===== src/rtl/clb_cfg_pkg.sv =====
// Shared constants for the CLB configuration loader and the CLB wrapper:
// word width, preamble, field map, reset value and loader states.
package clb_cfg_pkg;

  localparam int CFG_W = 37;
  localparam logic [3:0] PREAMBLE = 4'b0010;
  localparam int FRAME_W = 4 + CFG_W + 1;

  localparam int MUX_W     = 2;
  localparam int MUX2_LSB  = 35;
  localparam int MUX3_LSB  = 33;
  localparam int MUX4_LSB  = 31;
  localparam int MUX5_LSB  = 29;
  localparam int MUX6_LSB  = 27;
  localparam int MEM_LSB   = 11;
  localparam int MEM_W     = 16;
  localparam int COMBO_LSB = 9;
  localparam int COMBO_W   = 2;
  localparam int O2M_LSB   = 3;
  localparam int O2M_W     = 6;
  localparam int DQ_LSB    = 1;
  localparam int DQ_W      = 2;
  localparam int FOL_LSB   = 0;

  localparam logic [CFG_W-1:0] CFG_DEFAULT = {
    2'b10, 2'b10, 2'b10,
    2'b00, 2'b00,
    16'h0116,
    2'b00,
    6'b000111,
    2'b00,
    1'b0
  };

  // Index of the last data bit; counter values at or above it
  // close the data phase.
  localparam logic [5:0] LAST_BIT = 6'd36;

  typedef enum logic [2:0] {
    IDLE,
    LOAD,
    PARITY,
    PASS,
    ERROR
  } state_t;

endpackage


===== src/rtl/clb_cfg_loader.sv =====
// Bit-serial CLB configuration loader with preamble/parity check and
// daisy-chain pass-through. Ports: K, rst_n, PROG, DIN/DIN_VALID in;
// CFG/CFG_VALID, DONE, ERR, DOUT/DOUT_VALID out (all registered).
module clb_cfg_loader
  import clb_cfg_pkg::*;
(
  input  logic             K,
  input  logic             rst_n,
  input  logic             PROG,
  input  logic             DIN,
  input  logic             DIN_VALID,
  output logic [CFG_W-1:0] CFG,
  output logic             CFG_VALID,
  output logic             DONE,
  output logic             ERR,
  output logic             DOUT,
  output logic             DOUT_VALID
);

  state_t           state, state_n;
  logic [3:0]       win, win_n;
  logic [3:0]       win_shift;
  logic [CFG_W-1:0] shadow, shadow_n;
  logic [5:0]       cnt, cnt_n;
  logic             par, par_n;
  logic [CFG_W-1:0] cfg_n;
  logic             cfg_valid_n;
  logic             done_n;
  logic             err_n;
  logic             dout_n;
  logic             dout_valid_n;

  assign win_shift = {win[2:0], DIN};

  always_ff @(posedge K or negedge rst_n) begin
    if (!rst_n) begin
      state      <= IDLE;
      win        <= '0;
      shadow     <= '0;
      cnt        <= '0;
      par        <= 1'b0;
      CFG        <= CFG_DEFAULT;
      CFG_VALID  <= 1'b0;
      DONE       <= 1'b0;
      ERR        <= 1'b0;
      DOUT       <= 1'b1;
      DOUT_VALID <= 1'b0;
    end else begin
      state      <= state_n;
      win        <= win_n;
      shadow     <= shadow_n;
      cnt        <= cnt_n;
      par        <= par_n;
      CFG        <= cfg_n;
      CFG_VALID  <= cfg_valid_n;
      DONE       <= done_n;
      ERR        <= err_n;
      DOUT       <= dout_n;
      DOUT_VALID <= dout_valid_n;
    end
  end

  always_comb begin
    state_n      = state;
    win_n        = win;
    shadow_n     = shadow;
    cnt_n        = cnt;
    par_n        = par;
    cfg_n        = CFG;
    cfg_valid_n  = 1'b0;
    done_n       = DONE;
    err_n        = ERR;
    dout_n       = DOUT;
    dout_valid_n = 1'b0;

    if (PROG) begin
      // Restart discards any bit offered on the same edge.
      state_n  = IDLE;
      win_n    = '0;
      shadow_n = '0;
      cnt_n    = '0;
      par_n    = 1'b0;
      done_n   = 1'b0;
      err_n    = 1'b0;
      dout_n   = 1'b1;
    end else begin
      unique case (state)
        IDLE: begin
          if (DIN_VALID) begin
            win_n = win_shift;
            if (win_shift == PREAMBLE) begin
              state_n = LOAD;
              win_n   = '0;
              cnt_n   = '0;
              par_n   = 1'b0;
            end
          end
        end
        LOAD: begin
          if (DIN_VALID) begin
            shadow_n = {shadow[CFG_W-2:0], DIN};
            par_n    = par ^ DIN;
            cnt_n    = cnt + 6'd1;
            if (cnt >= LAST_BIT) begin
              state_n = PARITY;
            end
          end
        end
        PARITY: begin
          if (DIN_VALID) begin
            if (DIN == par) begin
              cfg_n       = shadow;
              cfg_valid_n = 1'b1;
              done_n      = 1'b1;
              state_n     = PASS;
            end else begin
              err_n   = 1'b1;
              state_n = ERROR;
            end
          end
        end
        PASS: begin
          dout_valid_n = DIN_VALID;
          if (DIN_VALID) begin
            dout_n = DIN;
          end
        end
        ERROR: begin
        end
        default: begin
          state_n = IDLE;
        end
      endcase
    end
  end

endmodule


===== config.mk =====
export PLATFORM = sky130hd
export DESIGN_NAME = clb_cfg_loader
export DESIGN_NICKNAME = d
export VERILOG_FILES = /design/src/rtl/clb_cfg_pkg.sv /design/src/rtl/clb_cfg_loader.sv
export SDC_FILE = /design/constraint.sdc
export NUM_CORES = 1
export LEC_CHECK = 0
export BUFFER_PORTS_ARGS = -buffer_cell sky130_fd_sc_hd__buf_2
export CORE_ASPECT_RATIO = 1.5
export CORE_UTILIZATION = 40
export CTS_CLUSTER_SIZE = 12
export DETAILED_ROUTE_END_ITERATION = 8
export GPL_ROUTABILITY_DRIVEN = 0
export RECOVER_POWER = 100
export SYNTH_ARGS = -nofsm -noshare
export SYNTH_HDL_FRONTEND = slang
export SYNTH_SLANG_ARGS = --single-unit

===== constraint.sdc =====
create_clock -name K -period 2 [get_ports K]
set_input_delay 0.1 -clock K [delete_from_list [all_inputs] [get_ports K]]
set_output_delay 0.1 -clock K [all_outputs]
set_load 0.05 [all_outputs]

==> After elaboration in Yosys (flattened, before gate mapping) <==
Cells that the tools add are included.
{ "word_totals": {"register_bits": 92, "latchBits": 0, "ram_bits": 0, "rom_bits": 0, "in_bits": 5, "out_inout_bits": 42, "elab_cells": 87, "mem_count": 0} }
{ "classes": {"add_sub_neg": 1, "n_mul": 0, "div_mod_pow": 0, "n_lt_le_gt_ge": 1, "eq_ne": 13, "shifts": 0, "muxes": 42, "n_bitwise": 2, "n_reduce_logical": 17} }
{ "ops": {"columns": ["op", "n"], "rows": [
  ["two-way mux 37 bit", 3],
  ["two-way mux 3 bit", 11],
  ["two-way mux 6 bit", 4],
  ["two-way mux 1 bit", 21],
  ["inequality test 3 bit (second input constant)", 5],
  ["case mux 3 bit (4 select lines)", 1],
  ["case mux 6 bit (2 select lines)", 1],
  ["nonzero test 2 bit", 6],
  ["AND reduction 4 bit", 2],
  ["adder 6 x 1 -> 6 bit (second input constant)", 1],
  ["equality test 3 x 2 -> 1 bit (second input constant)", 2],
  [">= comparator 6 bit (second input constant)", 1],
  ["AND reduction 2 bit", 3],
  ["AND reduction 3 bit", 2],
  ["AND reduction 6 bit", 1],
  ["equality test 4 x 2 -> 1 bit (second input constant)", 1],
  ["equality test 3 x 1 -> 1 bit (second input constant)", 1],
  ["equality test 3 bit (second input constant)", 1],
  ["zero test 3 bit", 1],
  ["nonzero test 3 bit", 1],
  ["inequality test 2 x 1 -> 1 bit (second input constant)", 1],
  ["inequality test 2 bit (second input constant)", 1],
  ["case mux 1 bit (2 select lines)", 1],
  ["OR reduction 2 bit", 1],
  ["other kinds (3)", 3]
]} }

==> Longest topological paths before layout <==
Gate-level depths: netlist of the first run.
{ "depth": {"ltp_word": 5, "mapped_depth": 6, "mapped_depth_nobuf": 4} }

==> Least setup slack after synthesis of the first run <==
Ideal clock, no wire load.
{ "synth_timing": {"path_type": "reg-to-reg", "start": "register state[2]", "end": "register CFG[1]", "setup_time_ns": 0.125, "t_arrival_ns": 1.411, "required_ns": 1.875, "slack_ns": 0.464, "stages_incl_launch_ff": 7, "path_buffers": 3, "synth_period_minus_slack_ns": 1.536, "path_cell_list": "dfrtp_1 buf_6 and3b_2 nand3_2 buf_6 buf_6 mux2_4"} }
{ "synth_between": {"elab_chain_len": 2} }
{ "synth_rtl": {"columns": ["item", "line", "text"], "rows": [
  ["start, declared", "clb_cfg_loader.sv:20", "state_t state, state_n;"],
  ["start signal, assigned", "clb_cfg_loader.sv:49", "state <= state_n;"],
  ["equality test 3 x 2 -> 1 bit", "clb_cfg_loader.sv:87", "unique case (state)"],
  ["AND reduction 4 bit (no source line)", null, null],
  ["end signal, assigned", "clb_cfg_loader.sv:54", "CFG <= cfg_n;"],
  ["end, declared", "clb_cfg_loader.sv:12", "output logic [CFG_W-1:0] CFG,"]
]} }
Every way passes these cells.
A chain may end at the register's enable or synchronous reset.

==> Worst setup path in the final report of the first run <==
{ "layout_timing": {"start": "register state[1]", "end": "register cnt[5]"} }
{ "layout_between": {"elab_chain_len": 3, "elab_cells_between_ends": 9, "classes_between": "eq/ne (4); mux (2); reduce/logical (3)"} }
{ "layout_rtl": {"columns": ["item", "line", "text"], "rows": [
  ["equality test 3 x 1 -> 1 bit or zero test 3 bit (tied branches)", "clb_cfg_loader.sv:87", null],
  ["inequality test 3 bit (no source line) (tied with other cells)", null, null],
  ["AND reduction 4 bit (no source line) or two-way mux 6 bit (tied branches)", null, null],
  ["end signal, assigned", "clb_cfg_loader.sv:52", "cnt <= cnt_n;"],
  ["end, declared", "clb_cfg_loader.sv:24", "logic [5:0] cnt, cnt_n;"]
]} }
Several ways; a longest one is shown, not always the timed one.

==> run metrics, run 1 <==
max-capacitance violation count 0; Unique masters post-synth 42; Crit path depth 4; initial antenna violation count 0; Core Area 9361 um2; CP arrival 1960 ps; critical path, cell by cell clkbuf_2 > nor4b_4 > nand2_1 > o221ai_1; number of synthesized flops with an enable pin 0; Synth area leaders dfrtp_1 (52%), mux2_2 (8.4%), nand2_1 (7.5%), dfstp_2 (7.4%), a21oi_1 (4.9%); worst path required time 2240 ps; largest net degree at the start of global routing 45; Filler Cells Inserted 911; hold depth 3; Syn Inst Count 341; P&R area growth vs syn 15.76%; Net Count, Synth 348; Tot Pwr 3.856 mW; CTS Sinks 92; H-tree depth 3; Synth Area per Inst 11.38 um2; worst vdd ir 0.5643 mV; vias in the first global route 2535; Period minus WS final 1723 ps; GR Util met2 0.2660; per-cell routed wire length 14.66 um; final-report hold violation count 0; TritonCTS Buffers 9; Worst-path clk slew 60 ps; initial core utilization 0.4146; drt first pass iters 4; WP buf/inv 1; Clk Latency, worst-skew pair 340 ps; Worst Reg-to-Reg Cells 4; global route hottest layer met2; die height 122.6 um; post-DR vias/cell 5.185; most frequent cells in the layout dfrtp_1 (81), nand2_1 (78), clkbuf_1 (43); Top FF cell, synth dfrtp_1; Final Skew 8.127 ps; Worst Max-Slew Pin Slew 1173 ps; Final setup viols 0; 1st-iter DRT viols 134; clock tree buffer depth 2; Synth top area share 0.5222; #FFs+latches synth 92; Die Area 10110 um2; root buffer cell clkbuf_16; die extent in x 82.43 um; Critical Path Fanout Max 13; synth warn 0; Row Count 43; share of layout cells above drive strength 1 0.1939; setup TNS 0 ps; critical path launch point type flop; slowest cell on the critical path nor4b_4; Post-Syn Area 3881 um2; most area-hungry cell type in the Yosys netlist dfrtp_1; Slew Limit Fails 0; total grt overflow 0; Worst Hold Margin 105.4 ps; Final #Nets 394; CP Class reg -> reg; CTS tree built; max_slew headroom 0.2179; ANT cells 0; max incr delay on CP 570 ps; RSZ-0062 raised after global routing false; status completed; IO Pins 47; sequential-to-total area share from yosys stat 0.5967; Via Count 2613; Final ANT Viol Nets 0; Async SR Flop Fraction 1.000; pwr dens 858.3 nW/um2; # DRC 0; HPWL Detailed 4748 um; first-pass GRT wire length 12380 um; CP endpoint kind flop; fmax 580.4 MHz; final wirelength 7391 um; Tot GR Track Use 0.1659; family with the most delay on the worst path simple AND/OR/NAND/NOR gates; post-CTS setup buffer count 0; leading cell type in the layout, fill and taps excluded dfrtp_1; met1 usage 0.2107; Hold/Removal Path Class in -> reg; # port buffers 46; leak pwr 1.973 nW; met3 usage 0.03866; crit share post-route 0.8615
[final timing paths]
check | from | end | slack [ps]
max in group asynchronous | rst_n | CFG[12] | 680
setup reg to reg | state[1] | cnt[5] | 280
min in group asynchronous | rst_n | DOUT_VALID | 530
setup / recovery | state[1] | cnt[5] | 280
hold reg to reg | CFG[6] | CFG[6] | 500
hold / removal | DIN | shadow[0] | 110
[cell families after synthesis]
logic type | after synthesis | synth area share
fa+ha+maj | 2 | 0.006446
xor+xnor | 2 | 0.004514
compound gates | 60 | 0.08994
flops | 92 | 0.5967
mux | 39 | 0.1202
buf+inv | 32 | 0.03997
simple gates | 114 | 0.1422
[flip-flops by register name, summed over array words and instances, names as in the netlist]
register and cells:
DONE 1, CFG_VALID 1, state 3, shadow 37, par 1, cnt 6, ERR 1, CFG 37
DOUT_VALID 1, win 3, DOUT 1
[final cells by class]
| cell class | count | area [um2] | share of cell area |
|---|---|---|---|
| multi-input cells | 217 | 1390 | 0.3094 |
| repair buffers | 57 | 282.8 | 0.06294 |
| clock buffers | 11 | 242.7 | 0.05402 |
| clock inverters | 5 | 83.83 | 0.01866 |
| well taps | 112 | 140.1 | 0.03119 |
| inverters | 10 | 37.54 | 0.008354 |
| flip-flops and latches | 92 | 2316 | 0.5155 |
[worst min-delay path: stages]
cell and delay [ps]:
buf_2 170, nand2_1 80, a21oi_1 50
[metal layers]
layer,wire length [um],up-vias,share of wire
met4,138,0,0.019
met2,3728,36,0.50
met3,264,10,0.036
li1,-,1249,-
met5,0,-,0
met1,3259,1318,0.44
[metrics by stage]
| stage | std cells | setup WS (ps) | utilization | cell area [um2] |
|---|---|---|---|---|
| floorplan | 341 | 464.3 | - | 3881 |
| global placement | 487 | 377.7 | 0.4547 | 4257 |
| detailed placement | 487 | 336.3 | 0.4547 | 4257 |
| CTS | 504 | 326.0 | 0.4906 | 4593 |
| global route | 504 | 144.0 | 0.4800 | 4493 |
| finish | 504 | 277.0 | 0.4800 | 4493 |
[cell usage after synthesis (all sizes together) (2+ instances only)]
| library cell | n |
|---|---|
| o221ai | 3 |
| mux2 | 37 |
| a21oi | 38 |
| nand2 | 78 |
| inv | 10 |
| o21ai | 5 |
| nand3 | 7 |
| nor2b | 2 |
| ha | 2 |
| nand2b | 6 |
| nor2 | 6 |
| buf | 13 |
| nor4b | 4 |
| dfstp | 11 |
| nor3 | 2 |
| mux2i | 2 |
| dfrtp | 81 |
| a31oi | 5 |
| a211oi | 2 |
| clkbuf | 9 |
[where the power goes]
part	internal, mW	total, mW	switching [mW]
logic	0.0416	0.144	0.102
registers	1.87	1.88	0.0114
clock network	1.13	1.83	0.698
[timing repair]
action,in CTS,in global routing
resized for setup,0,0
endpoints found under the hold margin,37,0
hold buffers,1,0
Note: power is estimated with default switching activity, not from simulation.
==> inputs of run 2 (changes only) <==
==> constraint.sdc (replaced) <==
create_clock -name K -period 2.2 [get_ports K]
set_input_delay 0.11 -clock K [delete_from_list [all_inputs] [get_ports K]]
set_output_delay 0.11 -clock K [all_outputs]
set_load 0.05 [all_outputs]
==> run metrics, run 2 (synthesis results as in run 1) <==
status completed; Worst Setup SP state[2]; post-DR vias/cell 5.163 (-0.41%); Switch Pwr 0.7103 mW (-13%); # DRC 0 (unchanged); setup ws final 391.0 ps (+114.1 ps); leading cell type in the layout, fill and taps excluded dfrtp_1; Worst Max-Slew Pin Slew 1284 ps (+111.3 ps); Final ANT Viol Nets 0 (unchanged); final wirelength 7367 um (-0.32%); vias in the first global route 2424 (-4.4%); setup TNS 0 ps (unchanged); most frequent cells in the layout dfrtp_1 (81), nand2_1 (78), clkbuf_1 (47); Sequential Area 2316 um2 (unchanged); multi-input logic area 1399 um2 (+0.63%); CP Class reg -> reg; Clk pwr share 0.465 (-0.010); CP endpoint kind flop; initial core utilization 0.4146 (unchanged); critical path launch point type flop; P&R area growth vs syn 15.05%; final-report hold violation count 0 (unchanged); HPWL Detailed 4713 um (-0.75%); CP arrival 2070 ps (+110 ps); first-pass GRT wire length 11750 um (-5.1%); Final setup viols 0 (unchanged); switching share of power 0.2063 (-0.004163); clock tree buffer depth 2 (unchanged); Internal 2.732 mW (-10%); drt first pass iters 4 (unchanged); Final Skew 5.711 ps (-2.416 ps); die extent in x 82.43 um (unchanged); TritonCTS Buffers 9 (unchanged); Worst-path clk slew 60 ps (about the same); pwr dens 770.8 nW/um2 (-10%); Die Area 10110 um2 (unchanged); final instance area 4466 um2 (-0.61%); Via Count 2597 (-0.61%); Final #Nets 393 (-0.25%); share of layout cells above drive strength 1 0.1816 (-0.01229); IO Pins 47 (unchanged); crit share post-route 0.8223 (-0.03926); Seq pwr share 0.497 (+0.009); worst vdd ir 0.4473 mV (-21%); combinational share of power 0.038 (about the same); RSZ-0062 raised after global routing false; Area after DPL 4237 um2 (-0.47%); leak pwr 1.962 nW (-0.56%); Row Count 43 (unchanged); Placement Setup Slack 521.6 ps (+185.4 ps); Critical Path Fanout Max 37 (+24); largest net degree at the start of global routing 44 (-2.2%); Core Area 9361 um2 (unchanged); Hold Startpoint DIN; fmax 552.8 MHz (-4.8%); ANT cells 0 (unchanged); worst path required time 2460 ps (+220 ps); max-capacitance violation count 0 (unchanged); total grt overflow 0 (unchanged); fin util 0.4770 (-0.002941); max_slew headroom 0.1437 (-0.07419); 1st-iter DRT viols 154 (+15%); Slew Limit Fails 0 (unchanged); Clk Latency, worst-skew pair 340 ps (about the same); CTS tree built; Filler Cells Inserted 917 (+0.66%); die height 122.6 um (unchanged); Tot GR Track Use 0.1562 (-0.009711); initial antenna violation count 0 (unchanged); CTS Sinks 92 (unchanged); H-tree depth 3 (unchanged); Hold/Removal Path Class in -> reg; root buffer cell clkbuf_16; per-cell routed wire length 14.65 um (-0.13%); Period minus WS final 1809 ps (+85.93 ps); Worst R2R Start state[2]; post-CTS setup buffer count 0 (unchanged); Tot Pwr 3.442 mW (-11%); # port buffers 46 (unchanged); Top Registers CFG (37), shadow (37), cnt (6)
run 2: layout make-up:
type | count | share of cell area
clock buffers | 12 | 0.05296
inverters | 10 | 0.008406
flip-flops and latches | 92 | 0.5186
clock inverters | 4 | 0.01653
well taps | 112 | 0.03138
multi-input cells | 217 | 0.3133
repair buffers | 56 | 0.05884
run 2: through the flow:
step | std cells | hold slack [ps]
2_1_floorplan | 341 | -185.6
3_3_place_gp | 486 | 32.94
3_5_place_dp | 486 | 27.60
4_1_cts | 503 | 120.3
5_1_grt | 503 | 148.6
6_report | 503 | 123.9
run 2: final timing paths:
path	to	slack [ps]	cells past startpoint
max	shadow[16]	390	5
min	shadow[0]	120	3
max reg2reg	shadow[16]	390	5
min reg2reg	CFG[8]	500	1
max in group asynchronous	CFG[34]	550	3
min in group asynchronous	CFG_VALID	580	2
run 2: critical path: stages, from the launching register on:
cell,delay [ps]
dfrtp_1,350
clkbuf_1,480
nand4bb_2,260
buf_4,370
nand2_1,90
a21oi_1,170
run 2: layer usage:
layer | part of all wire | routed length, um | GRT usage
met4 | 0.021 | 155 | 0.07895
met5 | 0 | 0 | 0
met1 | 0.46 | 3373 | 0.2021
met2 | 0.49 | 3578 | 0.2443
met3 | 0.035 | 260 | 0.03197
run 2: power groups by stage:
| stage | sequential (mW) | combinational (mW) | clock, mW |
|---|---|---|---|
| after floorplan | 1.74 | 0.0713 | 0 |
| after global placement | 1.74 | 0.130 | 0 |
| after detailed placement | 1.74 | 0.133 | 0 |
| after CTS | 1.71 | 0.134 | 1.64 |
| after global routing | 1.71 | 0.146 | 1.69 |
| final | 1.71 | 0.129 | 1.60 |
run 2: what timing repair did:
action                                 4_1_cts  5_1_grt
hold buffers                                 1        0
gates resized for setup                      0        0
endpoints found under the hold margin       21        0
setup endpoints to repair                    0        0
==> inputs of run 3 (changes only) <==
==> constraint.sdc (replaced) <==
create_clock -name K -period 1.54 [get_ports K]
set_input_delay 0.077 -clock K [delete_from_list [all_inputs] [get_ports K]]
set_output_delay 0.077 -clock K [all_outputs]
set_load 0.05 [all_outputs]
==> run metrics, run 3 (synthesis results as in run 1) <==
status completed; post-CTS setup buffer count 0 (unchanged); post-DR vias/cell 5.153 (-0.20%); share of layout cells above drive strength 1 0.2130 (+0.03145); Worst-path clk slew 60 ps (about the same); worst vdd ir 0.5173 mV (+16%); leading cell type in the layout, fill and taps excluded dfrtp_1; setup ws final 81.24 ps (-309.8 ps); Worst Setup SP state[1]; most frequent cells in the layout dfrtp_1 (81), nand2_1 (78), clkbuf_1 (40); CP arrival 1670 ps (-400 ps); CTS Sinks 92 (unchanged); Final Skew 3.791 ps (-1.920 ps); initial core utilization 0.4146 (unchanged); P&R area growth vs syn 16.86%; Slew Limit Fails 0 (unchanged); worst path required time 1750 ps (-710 ps); leak pwr 2.018 nW (+2.9%); Worst Max-Slew Pin Slew 819.2 ps (-465.2 ps); # DRC 0 (unchanged); Clk Latency, worst-skew pair 330 ps (about the same); CP Class reg -> reg; Hold/Removal Path Class in -> reg; FF-to-FF End CFG[31]; Placed Instances 494 (+1.6%); # port buffers 46 (unchanged); setup TNS 0 ps (unchanged); total grt overflow 0 (unchanged); max_slew headroom 0.4539 (+0.3101); Placement Setup Slack 56.83 ps (-464.8 ps); critical path launch point type flop; H-tree depth 3 (unchanged); IO Pins 47 (unchanged); fmax 685.5 MHz (+24%); Final #Nets 401 (+2.0%); root buffer cell clkbuf_16; die height 122.6 um (unchanged); largest net degree at the start of global routing 40 (-9.1%); Die Area 10110 um2 (unchanged); first-pass GRT wire length 12320 um (+4.8%); RSZ-0062 raised after global routing false; worst reg2reg setup slack 80 ps (-310 ps); Switch Pwr 0.9999 mW (+41%); CP endpoint kind flop; final-report hold violation count 0 (unchanged); vias in the first global route 2596 (+7.1%); Worst R2R Start state[1]; ANT cells 0 (unchanged); CTS tree built; Seq pwr share 0.509 (+0.012); max-capacitance violation count 0 (unchanged); final cell count without fillers 511 (+1.6%); Tot GR Track Use 0.1621 (+0.005971); final instance area 4536 um2 (+1.6%); Tot Pwr 4.791 mW (+39%); Clk pwr share 0.449 (-0.016); drt first pass iters 4 (unchanged); HPWL Detailed 4896 um (+3.9%); Internal 3.791 mW (+39%); 1st-iter DRT viols 208 (+35%); TritonCTS Buffers 9 (unchanged); Period minus WS final 1459 ps (-350.2 ps); per-cell routed wire length 13.99 um (-4.5%); die extent in x 82.43 um (unchanged); final wirelength 7148 um (-3.0%); Via Count 2633 (+1.4%); combinational share of power 0.043 (+0.005); clock tree buffer depth 2 (unchanged); crit path capture CFG[31]; Final setup viols 0 (unchanged); switching share of power 0.2087 (+0.002380); Top Registers CFG (37), shadow (37), cnt (6); Critical Path Fanout Max 39 (+5.4%); pwr dens 1056 nW/um2 (+37%); initial antenna violation count 0 (unchanged); Area after DPL 4322 um2 (+2.0%); Row Count 43 (unchanged); crit share post-route 0.9472 (+0.1250); Final ANT Viol Nets 0 (unchanged); Core Area 9361 um2 (unchanged); Worst Reg-to-Reg Cells 4 (-1)
==> run 3: repair_timing <==
item,CTS,global route
setup endpoints to repair,0,3
gates resized for setup,0,2
hold buffers,1,0
endpoints found under the hold margin,26,0
==> run 3: worst min path at each step <==
| stage | startpoint | to | slack (ps) | cells after the start |
|---|---|---|---|---|
| 2_1_floorplan | rst_n | CFG[0] | -220 | 0 |
| 3_3_place_gp | rst_n | cnt[4] | 50 | 1 |
| 3_5_place_dp | rst_n | cnt[4] | 60 | 1 |
| 4_1_cts | DIN | DOUT | 90 | 2 |
| 5_1_grt | DIN | DOUT | 110 | 2 |
| 6_report | DIN | DOUT | 100 | 2 |
==> run 3: worst max-delay path, stage by stage, from the launching register on <==
cell and delay (ps):
dfrtp_1 400, and3b_2 260, nand3_2 80, buf_12 230
mux2_2 360
==> run 3: layout make-up <==
| cell class | count | area (um2) |
|---|---|---|
| Tap cell | 112 | 140.1 |
| Clock buffer | 12 | 246.5 |
| Timing Repair Buffer | 64 | 346.6 |
| Fill cell | 921 | 4826 |
| Sequential cell | 92 | 2316 |
| Multi-Input combinational cell | 217 | 1400 |
| Inverter | 10 | 37.54 |
| Clock inverter | 4 | 48.80 |
==> run 3: per-layer routing <==
metal / wire (um) / track usage / part of all wire / vias to the layer above
met5: 0 / 0 / 0 / -
met4: 123 / 0.06579 / 0.017 / 0
met1: 3136 / 0.2109 / 0.44 / 1315
li1: - / - / - / 1270
met2: 3644 / 0.2603 / 0.51 / 41
met3: 244 / 0.03346 / 0.034 / 7
==> run 3: power by group through the flow <==
stage | sequential [mW] | combinational (mW) | clock (mW)
after detailed placement | 2.48 | 0.214 | 0
after global routing | 2.44 | 0.234 | 2.32
after CTS | 2.44 | 0.216 | 2.22
after global placement | 2.48 | 0.209 | 0
after floorplan | 2.48 | 0.102 | 0
final | 2.44 | 0.204 | 2.15
==> run 3: through the flow <==
step	hold slack (ps)	utilization
floorplan	-218.6	-
global placement	51.79	0.4616
detailed placement	57.97	0.4616
CTS	94.87	0.4943
global route	108.7	0.4845
finish	102.4	0.4845
